File: src/rtl/ps2_host_tx.sv
// PS/2 host-to-device byte transmitter driving open-collector clock/data output enables.
// Define PS2_TX_ACK_CHECK_EN to turn a device NACK into errTx; undefined, only a timeout gives errTx.
module ps2_host_tx #(
  parameter int INHIBIT_CYCLES = 5000,
  parameter int TIMEOUT_CYCLES = 1000000
) (
  input  logic       clk,
  input  logic       rst,
  input  logic       startTx,
  input  logic [7:0] txData,
  output logic       busy,
  output logic       doneTx,
  output logic       errTx,
  input  logic       ps2ClkIn,
  input  logic       ps2DataIn,
  output logic       ps2ClkOe,
  output logic       ps2DataOe
);

  localparam int CNT_MAX = (TIMEOUT_CYCLES > INHIBIT_CYCLES) ? TIMEOUT_CYCLES : INHIBIT_CYCLES;
  localparam int CNT_W   = $clog2(CNT_MAX + 1);

  typedef enum logic [2:0] {
    IDLE, INHIBIT, RTS, SEND, ACK, WAIT_IDLE, DONE, ERR
  } txStateT;

  txStateT          state, nextState;
  logic [1:0]       clkSync, dataSync;
  logic             clkPrev;
  logic             clkLine, dataLine, clkFall;
  logic [9:0]       shiftReg;
  logic [3:0]       edgeCnt;
  logic             dataOeReg;
  logic [CNT_W-1:0] cycleCnt;
  logic             inhibitDone, timeoutHit, nack;

  // Lines idle high, so the synchronizers reset to 1 to avoid a false edge.
  always_ff @(posedge clk) begin
    if (rst) begin
      clkSync  <= 2'b11;
      dataSync <= 2'b11;
      clkPrev  <= 1'b1;
    end else begin
      // NOTE: non-blocking so every flop samples the pre-edge value, forming a real pipeline.
      clkSync  <= {clkSync[0], ps2ClkIn};
      dataSync <= {dataSync[0], ps2DataIn};
      clkPrev  <= clkSync[1];
    end
  end

  assign clkLine  = clkSync[1];
  assign dataLine = dataSync[1];
  assign clkFall  = clkPrev & ~clkLine;

  // One counter times the inhibit phase, then restarts in RTS as the frame timeout.
  always_ff @(posedge clk) begin
    if (rst) begin
      cycleCnt <= '0;
    end else begin
      case (state)
        INHIBIT, SEND, ACK, WAIT_IDLE: cycleCnt <= cycleCnt + CNT_W'(1);
        default:                       cycleCnt <= '0;
      endcase
    end
  end

  assign inhibitDone = (cycleCnt == CNT_W'(INHIBIT_CYCLES - 1));
  assign timeoutHit  = (cycleCnt == CNT_W'(TIMEOUT_CYCLES));

  always_ff @(posedge clk) begin
    if (rst) begin
      shiftReg  <= '0;
      edgeCnt   <= '0;
      dataOeReg <= 1'b0;
    end else begin
      case (state)
        IDLE: begin
          edgeCnt   <= '0;
          dataOeReg <= 1'b0;
          if (startTx) shiftReg <= {1'b1, ~^txData, txData};
        end
        RTS: begin
          edgeCnt   <= '0;
          dataOeReg <= 1'b1;
        end
        SEND: begin
          // Edges 1..10 shift out D0..D7, parity, then the stop bit (releases data).
          if (clkFall && edgeCnt < 4'd10) begin
            dataOeReg <= ~shiftReg[0];
            shiftReg  <= {1'b0, shiftReg[9:1]};
            edgeCnt   <= edgeCnt + 4'd1;
          end
        end
        default: begin
          edgeCnt   <= '0;
          dataOeReg <= 1'b0;
        end
      endcase
    end
  end

`ifdef PS2_TX_ACK_CHECK_EN
  always_ff @(posedge clk) begin
    if (rst)               nack <= 1'b0;
    else if (state == ACK) nack <= dataLine;
  end
`else
  assign nack = 1'b0;
`endif

  always_ff @(posedge clk) begin
    if (rst) state <= IDLE;
    else     state <= nextState;
  end

  always_comb begin
    // NOTE: default first so every path assigns nextState and no latch is inferred.
    nextState = state;
    case (state)
      IDLE:      if (startTx) nextState = INHIBIT;
      INHIBIT:   if (inhibitDone) nextState = RTS;
      RTS:       nextState = SEND;
      SEND: begin
        if (timeoutHit)                       nextState = ERR;
        else if (clkFall && edgeCnt == 4'd10) nextState = ACK;
      end
      ACK:       nextState = timeoutHit ? ERR : WAIT_IDLE;
      WAIT_IDLE: begin
        if (timeoutHit)              nextState = ERR;
        else if (clkLine && dataLine) nextState = nack ? ERR : DONE;
      end
      DONE, ERR: nextState = IDLE;
      default:   nextState = IDLE;
    endcase
  end

  always_comb begin
    busy      = 1'b0;
    doneTx    = 1'b0;
    errTx     = 1'b0;
    ps2ClkOe  = 1'b0;
    ps2DataOe = 1'b0;
    case (state)
      INHIBIT: begin
        busy     = 1'b1;
        ps2ClkOe = 1'b1;
      end
      RTS: begin
        busy      = 1'b1;
        ps2ClkOe  = 1'b1;
        ps2DataOe = 1'b1;
      end
      SEND: begin
        busy      = 1'b1;
        ps2DataOe = dataOeReg & ~timeoutHit;
      end
      ACK, WAIT_IDLE: busy = 1'b1;
      DONE:           doneTx = 1'b1;
      ERR:            errTx = 1'b1;
      default:        ;
    endcase
  end

endmodule
File: config.mk
export PLATFORM = sky130hd
export DESIGN_NAME = ps2_host_tx
export DESIGN_NICKNAME = d
export VERILOG_FILES = /design/src/rtl/ps2_host_tx.sv
export SDC_FILE = /design/constraint.sdc
export NUM_CORES = 1
export LEC_CHECK = 0
export CORE_MARGIN = 4
export CORE_UTILIZATION = 35
export CTS_BUF_LIST = sky130_fd_sc_hd__clkbuf_8
export DETAILED_ROUTE_END_ITERATION = 8
export PLACE_DENSITY = 0.51
export SETUP_SLACK_MARGIN = 0.05
export SYNTH_ARGS = -nofsm -noshare
export SYNTH_HDL_FRONTEND = slang
export SYNTH_SLANG_ARGS = --single-unit
File: constraint.sdc
create_clock -name clk -period 4.8 [get_ports clk]
set_input_delay 0.96 -clock clk [delete_from_list [all_inputs] [get_ports clk]]
set_output_delay 0.96 -clock clk [all_outputs]
set_load 0.05 [all_outputs]
==> metrics.cfg <==
[grt]
grt_pass1_vias = 1519
grt_max_degree = 24
grt_usage_pct = 13.4
grt_overflow = 0
grt_pass1_wl_mm = 7.83
antenna_found_initial = 0

[setup_path]
start_kind = flip-flop
reg2reg_slack_ns = 2.83
reg2regPathDepth = 3
r2r_end = shiftReg[2]$_SDFFE_PP0P_
path_max_fanout = 5
crit_arrival_ns = 2.32
cp-end-kind = output port
r2r_start = state[1]$_SDFFE_PP0P_
required_ns = 3.84
crit_type = reg2out

[clock_tree]
clkSlewWorstSetupHoldPaths_ns = 0.08
clk_latency_ns = 0.30
cts_tree = yes
cts-resized-gates = 0
cts_sinks = 43
cts.root.buffer_cell = clkbuf_8
cts_max_level = 2
cts_max_path_buffers = 2
cts_hold_buf = 0
cts_inserted_buffers = 5
cts_setup_buffers = 0

[timing]
worstMarginPinSlew_ns = 0.807
rsz0062_at_grt = no
fin_worst_skew_ns = 0.0153
min_period_ns = 3.28
max_freq_ghz = 0.305
tns_ns = 0
finalCritPeriodShare_pct = 68.3
max_slew_margin_pct = 46.0
final-setup-viol-count = 0
hold_viol_final = 0
drv_slew = 0

[final_layout]
n_antenna_cell = 0
drive_gt1_share_pct = 10.2
area_growth_pct = 14.0
nets = 272
fillerInstances = 620
final_util_pct = 41.0

[synth]
synth_ff_type = dfxtp_1
synth.top_cell.area_share_pct = 40.4
yosysWarnings = 0
synth_edf_count = 0
synthCells = 238
synth_simple_gate_area_share_pct = 25.3
ys_top_cells_by_area = dfxtp_1 (40%), xnor2_1 (8.6%), nor2_1 (6.7%)
synth.largest_area_cell = dfxtp_1
syn_nets = 255
ys_seq_area_share_pct = 40.4
synth-adder-area-share_pct = 2.35
synth_compound_area_share_pct = 12.2
avgSynthCellArea_um2 = 8.96
synthMuxAreaShare_pct = 4.23
synth-seq-cells = 43
synth_area_mm2 = 0.00213
yosysUniqueCellTypes = 44
synth_top_family_by_area = simple AND/OR/NAND/NOR gates
synth-xor-area-share_pct = 10.7
async_flop_share_pct = 0

[die]
die_x_um = 86.1
io-pin-count = 18
rows = 28
design.core.area_mm2 = 0.00592
start_util_pct = 36.0
die_area_mm2 = 0.00740
die_height_um = 86.1

[power_and_ir_drop]
p_leak_nw = 0.862
max-vdd-ir-drop_mv = 0.100
power_density_mw_per_mm2 = 297

[hold_path]
min_to = clkSync[1]$_SDFF_PP1_
min_delay_path_depth = 1
hold_start = clkSync[0]$_SDFF_PP1_
hold_path.class = reg2reg

[routing]
vias = 1661
dr.pass1.iters = 4
antenna_left = 0
via_per_inst = 5.02
drt_iter0_drc = 82
route.detailed.drc = 0
wl_per_cell_um = 13.5
finalWirelength_mm = 4.46

[place]
hpwl_mm = 3.08
gp_congestion = 0.746
io_buffers = 17

[run]
max_cap_viol_count = 0

[outcome]
status = complete, no violations

==> registers in the layout (all words and copies together), names as in the netlist <==
name	cells
cycleCnt	20
shiftReg	10
edgeCnt	4
state	3
clkSync	2
dataSync	2
clkPrev	1
dataOeReg	1
==> metrics by stage <==
stage	power [mW]	cells	area, µm²	setup WS, ns	hold WS [ns]
5_1_grt	0.766	331	2430	1.36	0.445
2_1_floorplan	0.477	238	2130	2.22	0.389
4_1_cts	0.731	331	2430	1.53	0.418
3_3_place_gp	0.509	323	2350	1.87	0.397
3_5_place_dp	0.510	323	2350	1.87	0.397
6_report	0.722	331	2430	1.52	0.414
==> cell usage after synthesis, types with 2 or more instances <==
cell,instances
nor3b_1,3
and3_1,2
o21a_1,2
mux2i_1,9
a21oi_1,6
clkbuf_8,2
or2_2,6
a31oi_1,2
nor4_1,2
xor2_1,5
clkbuf_1,4
dfxtp_1,43
nor2_1,38
buf_4,2
or3_1,3
o211ai_1,2
inv_1,11
and3_2,2
and4b_2,2
ha_1,4
o21ai_0,7
nand4_1,3
xnor2_1,21
a211oi_1,10
nand3_1,9
nor3_1,10
nand2_1,11
==> worst max-delay path by stage <==
stage                                       from   endpoint  slack (ns)  cells past startpoint
after detailed placement  cycleCnt[4]$_SDFF_PP0_  ps2DataOe        1.87                      6
after global routing      cycleCnt[4]$_SDFF_PP0_  ps2DataOe        1.36                      6
after floorplan           cycleCnt[0]$_SDFF_PP0_  ps2DataOe        2.22                      6
final                     cycleCnt[5]$_SDFF_PP0_  ps2DataOe        1.52                      6
after global placement    cycleCnt[5]$_SDFF_PP0_  ps2DataOe        1.87                      6
after CTS                 cycleCnt[4]$_SDFF_PP0_  ps2DataOe        1.53                      6
==> per-layer routing <==
metal	share of wire, %	vias up	GRT usage [%]
met2	43	21	18.8
met5	0	-	0
met4	1.9	0	4.89
met1	52	772	19.2
li1	-	860	-
met3	3.5	8	3.94
==> cell families after synthesis <==
family          Yosys count
simple gates            100
fa+ha+maj                 4
mux                       9
xor+xnor                 26
buf+inv                  20
compound gates           36
flops                    43
==> final cells by class <==
type                       instances  area [µm²]  area share [%]
clock buffer                       5        68.8            2.83
clock inverter                     3        12.5           0.515
inverter                          11        41.3            1.70
multi-input combinational        175        1170            48.0
sequential                        43         861            35.4
tap                               75        93.8            3.86
timing repair buffer              19         185            7.62
==> placed cells by master (no fill, tap or decap), types with 2 or more instances in the layout <==
master | synthesis | final
inv_1 | 11 | 13
a211oi_1 | 10 | 10
a21oi_1 | 6 | 6
clkdlybuf4s50_1 | 0 | 17
nor3b_1 | 3 | 3
or3_1 | 3 | 3
nor4_1 | 2 | 2
nor3_1 | 10 | 10
o21a_1 | 2 | 2
dfxtp_1 | 43 | 43
xnor2_1 | 21 | 21
nand2_1 | 11 | 11
o21ai_0 | 7 | 7
mux2i_1 | 9 | 9
nand3_1 | 9 | 9
ha_1 | 4 | 4
nor2_1 | 38 | 38
and4b_2 | 2 | 2
and3_2 | 2 | 2
xor2_1 | 5 | 5
and3_1 | 2 | 2
o211ai_1 | 2 | 2
buf_4 | 2 | 2
a31oi_1 | 2 | 2
nand4_1 | 3 | 3
or2_2 | 6 | 6
clkbuf_8 | 2 | 5
==> critical path: stages, from the launching register on <==
cell	delay, ns
dfxtp_1	0.34
nor4_1	0.31
and4b_2	0.32
nand4_4	0.12
a21oi_1	0.18
nor2_1	0.06
clkdlybuf4s50_1	0.69
==> power breakdown <==
group / switching [mW] / leakage, nW / internal [mW] / total, mW
clock network: 0.124 / 0.0505 / 0.0981 / 0.222
logic: 0.0624 / 0.461 / 0.0504 / 0.113
registers: 0.0148 / 0.350 / 0.372 / 0.387
Power figures use the tool's default switching activity.
==> patch 1: new RTL, same flow settings <==
Add an input register stage for `startTx`, `txData` and `ps2DataIn`; this delays them by one clock.
--- a/src/rtl/ps2_host_tx.sv
+++ b/src/rtl/ps2_host_tx.sv
@@ -24,6 +24,16 @@
     IDLE, INHIBIT, RTS, SEND, ACK, WAIT_IDLE, DONE, ERR
   } txStateT;
 
+  logic startTx_q;
+  logic [7:0] txData_q;
+  logic ps2DataIn_q;
+
+  always_ff @(posedge clk) begin
+    startTx_q   <= startTx;
+    txData_q    <= txData;
+    ps2DataIn_q <= ps2DataIn;
+  end
+
   txStateT          state, nextState;
   logic [1:0]       clkSync, dataSync;
   logic             clkPrev;
@@ -43,7 +53,7 @@
     end else begin
       // NOTE: non-blocking so every flop samples the pre-edge value, forming a real pipeline.
       clkSync  <= {clkSync[0], ps2ClkIn};
-      dataSync <= {dataSync[0], ps2DataIn};
+      dataSync <= {dataSync[0], ps2DataIn_q};
       clkPrev  <= clkSync[1];
     end
   end
@@ -77,7 +87,7 @@
         IDLE: begin
           edgeCnt   <= '0;
           dataOeReg <= 1'b0;
-          if (startTx) shiftReg <= {1'b1, ~^txData, txData};
+          if (startTx_q) shiftReg <= {1'b1, ~^txData_q, txData_q};
         end
         RTS: begin
           edgeCnt   <= '0;
@@ -117,7 +127,7 @@
     // NOTE: default first so every path assigns nextState and no latch is inferred.
     nextState = state;
     case (state)
-      IDLE:      if (startTx) nextState = INHIBIT;
+      IDLE:      if (startTx_q) nextState = INHIBIT;
       INHIBIT:   if (inhibitDone) nextState = RTS;
       RTS:       nextState = SEND;
       SEND: begin
Formal check against the unedited RTL: not equivalent (Yosys sat finds a counterexample within 4 cycles, from zero or initial values and one cycle with rst high).
==> patch 1 against the unedited design <==
- design area up 7.5%
- register-to-register slack worse by 0.24 ns
- synthesized area up 7.7%
- worst setup slack worse by 0.30 ns
- global-route usage about the same
- total power up 22%
- combinational power up 38%
- wire length up 3.3%
- sequential cell count up 10
- critical path type unchanged
- highest routed layer unchanged
==> patch 1: results (changes against the unedited design) <==
Outcome
  – Status: finished, final reports clean (unchanged)

Synth
  – Count leader, synth: dfxtp_1 (unchanged)
  – Post-synthesis sequential area ratio: 46.2% (was 40.4%)
  – Top cells by area, synth: dfxtp_1 46%, xnor2_1 6.5%, nor2_1 6.2% (was dfxtp_1 40%, xnor2_1 8.6%, nor2_1 6.7%)
  – Post-Syn Area per Cell: 8.67 sq um (was 8.96 sq um)

Route
  – Avg Vias per Cell: 5.07 (was 5.02)
  – Wire per inst: 12.9 um (was 13.5 um)

Worst setup path
  – R2r setup slk: 2.59 ns (was 2.83 ns)
  – CP arrival: 2.62 ns (was 2.32 ns)
  – CP peak stage delay: 0.71 ns (was 0.69 ns)
  – RR Startpoint: cycleCnt[6] (was state[1])
  – Worst Path Max Fanout: 7 (was 5)

GRT
  – Vias in the first global route: 1804 (was 1519)
  – Total GRT Usage: 13.4% (about the same)
  – First-pass GRT wire length: 8.36 mm (was 7.83 mm)

Power
  – Cell leakage power: 0.854 nW (was 0.862 nW)
  – Maximum VDD drop: 0.000156 V (was 0.000100 V)
  – Switching share of power: 28.8% (was 27.9%)

Placement
  – Placed insts: 349 (was 323)
  – Hpwl dp: 3.20 mm (was 3.08 mm)
  – Final GP Congestion: 0.838 (was 0.746)
  – DP Area: 0.00253 sq mm (was 0.00235 sq mm)

Cells and area
  – Post-Layout Inst Area: 0.00261 sq mm (was 0.00243 sq mm)
  – Nets: 296 (was 272)
  – Layout cells sized above 1: 6.79% (was 10.2%)
  – Fill count: 631 (was 620)

Worst hold path
  – Hold_sp: ps2DataIn_q (was clkSync[0])

STA
  – Worst Hold Slack: 0.415 ns (was 0.414 ns)
  – Clock skew: 0.00681 ns (was 0.0153 ns)
  – Setup WS post-layout: 1.22 ns (was 1.52 ns)
  – Slew @ Worst Pin: 1.10 ns (was 0.807 ns)
[patch 1: cells by family (layout without fill, tap and decap cells)]
logic type      after synthesis  count (layout)  share of synthesized area [%]
simple gates                128             128                           28.1
fa+ha+maj                     4               4                           2.18
flops                        53              53                           46.2
xor+xnor                     24              24                           9.15
compound gates               38              38                           11.4
buf+inv                      18              33                           2.94
[patch 1: power by group through the flow]
| stage | clock, mW | combinational (mW) | sequential (mW) |
|---|---|---|---|
| 3_5_place_dp | 0 | 0.158 | 0.498 |
| 2_1_floorplan | 0 | 0.122 | 0.486 |
| 6_report | 0.239 | 0.156 | 0.488 |
| 5_1_grt | 0.274 | 0.176 | 0.493 |
| 4_1_cts | 0.254 | 0.158 | 0.488 |
| 3_3_place_gp | 0 | 0.158 | 0.498 |
[patch 1: cell type report]
cell class / instances / share of cell area [%]
clock inverters: 3 / 0.527
well taps: 77 / 3.69
multi-input cells: 194 / 44.7
inverters: 7 / 1.01
flip-flops and latches: 53 / 40.6
repair buffers: 18 / 6.80
clock buffers: 5 / 2.63
[patch 1: routing by layer]
| layer | track usage [%] | vias up | wire length, um |
|---|---|---|---|
| met2 | 21.9 | 20 | 2140 |
| met5 | 0 | - | 0 |
| li1 | - | 947 | - |
| met4 | 4.74 | 0 | 74 |
| met3 | 3.69 | 6 | 154 |
| met1 | 16.9 | 837 | 2230 |
[patch 1: path summary, 6_finish.rpt]
| path | depth (start not counted) | endpoint |
|---|---|---|
| hold reg to reg | 1 | dataSync[0] |
| setup reg to reg | 5 | state[1] |
| setup / recovery | 5 | ps2DataOe |
| hold / removal | 1 | dataSync[0] |
[patch 1: worst reg2reg max path, cell delays in order (launching register included)]
cell	delay (ns)
dfxtp_1	0.45
or4b_1	0.46
or3_4	0.42
o31a_1	0.24
a211o_1	0.28
a221oi_2	0.26
==> patch 2: new RTL, same settings <==
Made on the original files. Build with the macro `PS2_TX_ACK_CHECK_EN` defined.
--- a/src/rtl/ps2_host_tx.sv
+++ b/src/rtl/ps2_host_tx.sv
@@ -1,5 +1,7 @@
 // PS/2 host-to-device byte transmitter driving open-collector clock/data output enables.
 // Define PS2_TX_ACK_CHECK_EN to turn a device NACK into errTx; undefined, only a timeout gives errTx.
+`define PS2_TX_ACK_CHECK_EN
+
 module ps2_host_tx #(
   parameter int INHIBIT_CYCLES = 5000,
   parameter int TIMEOUT_CYCLES = 1000000
Check against the original RTL: same outputs for any inputs over 10 cycles, from zero or initial values and one cycle with rst high; that may be too few to reach the edited logic, so the function may still have changed.
==> patch 2 against the unedited design <==
- worst setup slack worse by 0.16 ns
- first-iteration DRC count down 16%
- non-clock buffer count down 1
- clock skew down 0.0086 ns
- utilization up 0.51 points
- critical path depth down 3
- design area up 1.9%
- synthesized area up 1.4%
- wire length down 5.7%
- register-to-register slack worse by 0.12 ns
- sequential cell count up 1
- critical endpoint unchanged
Power is not compared: it rests on default switching activity, and its combinational part moved more than twofold at a synthesized area within 25%.
==> patch 2: results (changes against the unedited design) <==
Placement
  – DP Area: 0.00238 sq mm (was 0.00235 sq mm)
  – Worst slack, placed: 1.67 ns (was 1.87 ns)
  – Placed insts: 340 (was 323)
  – Final GP Congestion: 0.776 (was 0.746)

GRT
  – Vias in the first global route: 1565 (was 1519)
  – Total GRT Usage: 12.1% (was 13.4%)
  – Largest net degree at the start of global routing: 26 (was 24)
  – First-pass GRT wire length: 7.27 mm (was 7.83 mm)

Synth
  – Synth unique cells: 47 (was 44)
  – Post-synthesis sequential area ratio: 40.7% (was 40.4%)
  – Post-Syn Area per Cell: 8.38 sq um (was 8.96 sq um)
  – Synthesized Nets: 275 (was 255)
  – Top cells by area, synth: dfxtp_1 41%, nor2_1 6.3%, a21oi_1 5.8% (was dfxtp_1 40%, xnor2_1 8.6%, nor2_1 6.7%)
  – Asr flop ratio synth: 0% (unchanged)

Route
  – WL final: 4.21 mm (was 4.46 mm)
  – Initial DRC count: 69 (was 82)
  – Vias after detailed routing: 1707 (was 1661)

Worst setup path
  – CP peak stage delay: 0.80 ns (was 0.69 ns)
  – R2r setup slk: 2.71 ns (was 2.83 ns)
  – CP arrival: 2.48 ns (was 2.32 ns)
  – Reg2Reg Depth: 4 (was 3)
  – CP endpoint: ps2DataOe (unchanged)
  – Terminus of the critical flop-to-flop path: shiftReg[8] (was shiftReg[2])
  – Family with the most delay on the worst path: buffers and inverters (was simple AND/OR/NAND/NOR gates)
  – Worst Path Max Fanout: 13 (was 5)

Cells and area
  – Multi-input logic area: 0.00120 sq mm (was 0.00117 sq mm)
  – Non-clk buf share: 7.18% (was 7.62%)
  – #MultiIn Comb: 195 (was 175)
  – Buffers, non-clock: 18 (was 19)
  – Inverters: 8 (was 11)
  – Layout cells sized above 1: 9.52% (was 10.2%)
  – Clock network area share: 3.74% (was 3.35%)
  – Seq Cell Count: 44 (was 43)
  – Fill count: 641 (was 620)

STA
  – Period utilization: 71.7% (was 68.3%)
  – Relative slew slack: 45.8% (was 46.0%)
  – Worst Hold Slack: 0.413 ns (was 0.414 ns)

Worst hold path
  – Hold EP: dataSync[1] (was clkSync[1])
  – Hold_sp: dataSync[0] (was clkSync[0])

Outcome
  – Status: finished, final reports clean (unchanged)

Power
  – Flop pwr share: 45.0%

Clocking
  – Post-CTS Setup Bufs: 0 (unchanged)
## patch 2: cell count changes in the layout (fill, tap and decap cells not counted), sizes merged, moves of 3 or more
cell,change
xnor2,-7
a21oi,+18
nor3b,-3
xor2,+6
a211oi,-8
and2,+4
mux2i,-9
nand2,+17
inv,-5
## patch 2: cells by family after synthesis
| group | after synthesis | synth area share, % |
|---|---|---|
| AO/OA/AOI/OAI | 46 | 13.9 |
| buffers and inverters | 19 | 3.76 |
| AND/OR/NAND/NOR | 120 | 29.1 |
| adder cells (fa/ha/maj) | 4 | 2.31 |
| flip-flops | 44 | 40.7 |
| XOR/XNOR | 25 | 10.1 |
## patch 2: routing by layer
layer  share of wire, %  GRT usage (%)  vias up
li1                   -              -      914
met1                 54           17.6      771
met2                 42           17.5       15
met3                2.9           2.57        7
met4                1.9           4.67        0
met5                  0              0        -
## patch 2: worst register-to-register path, stage by stage (launching register included)
cell and delay (ns):
dfxtp_1 0.65, and3b_1 0.49, a32oi_2 0.41, a211o_1 0.35
a21oi_1 0.13
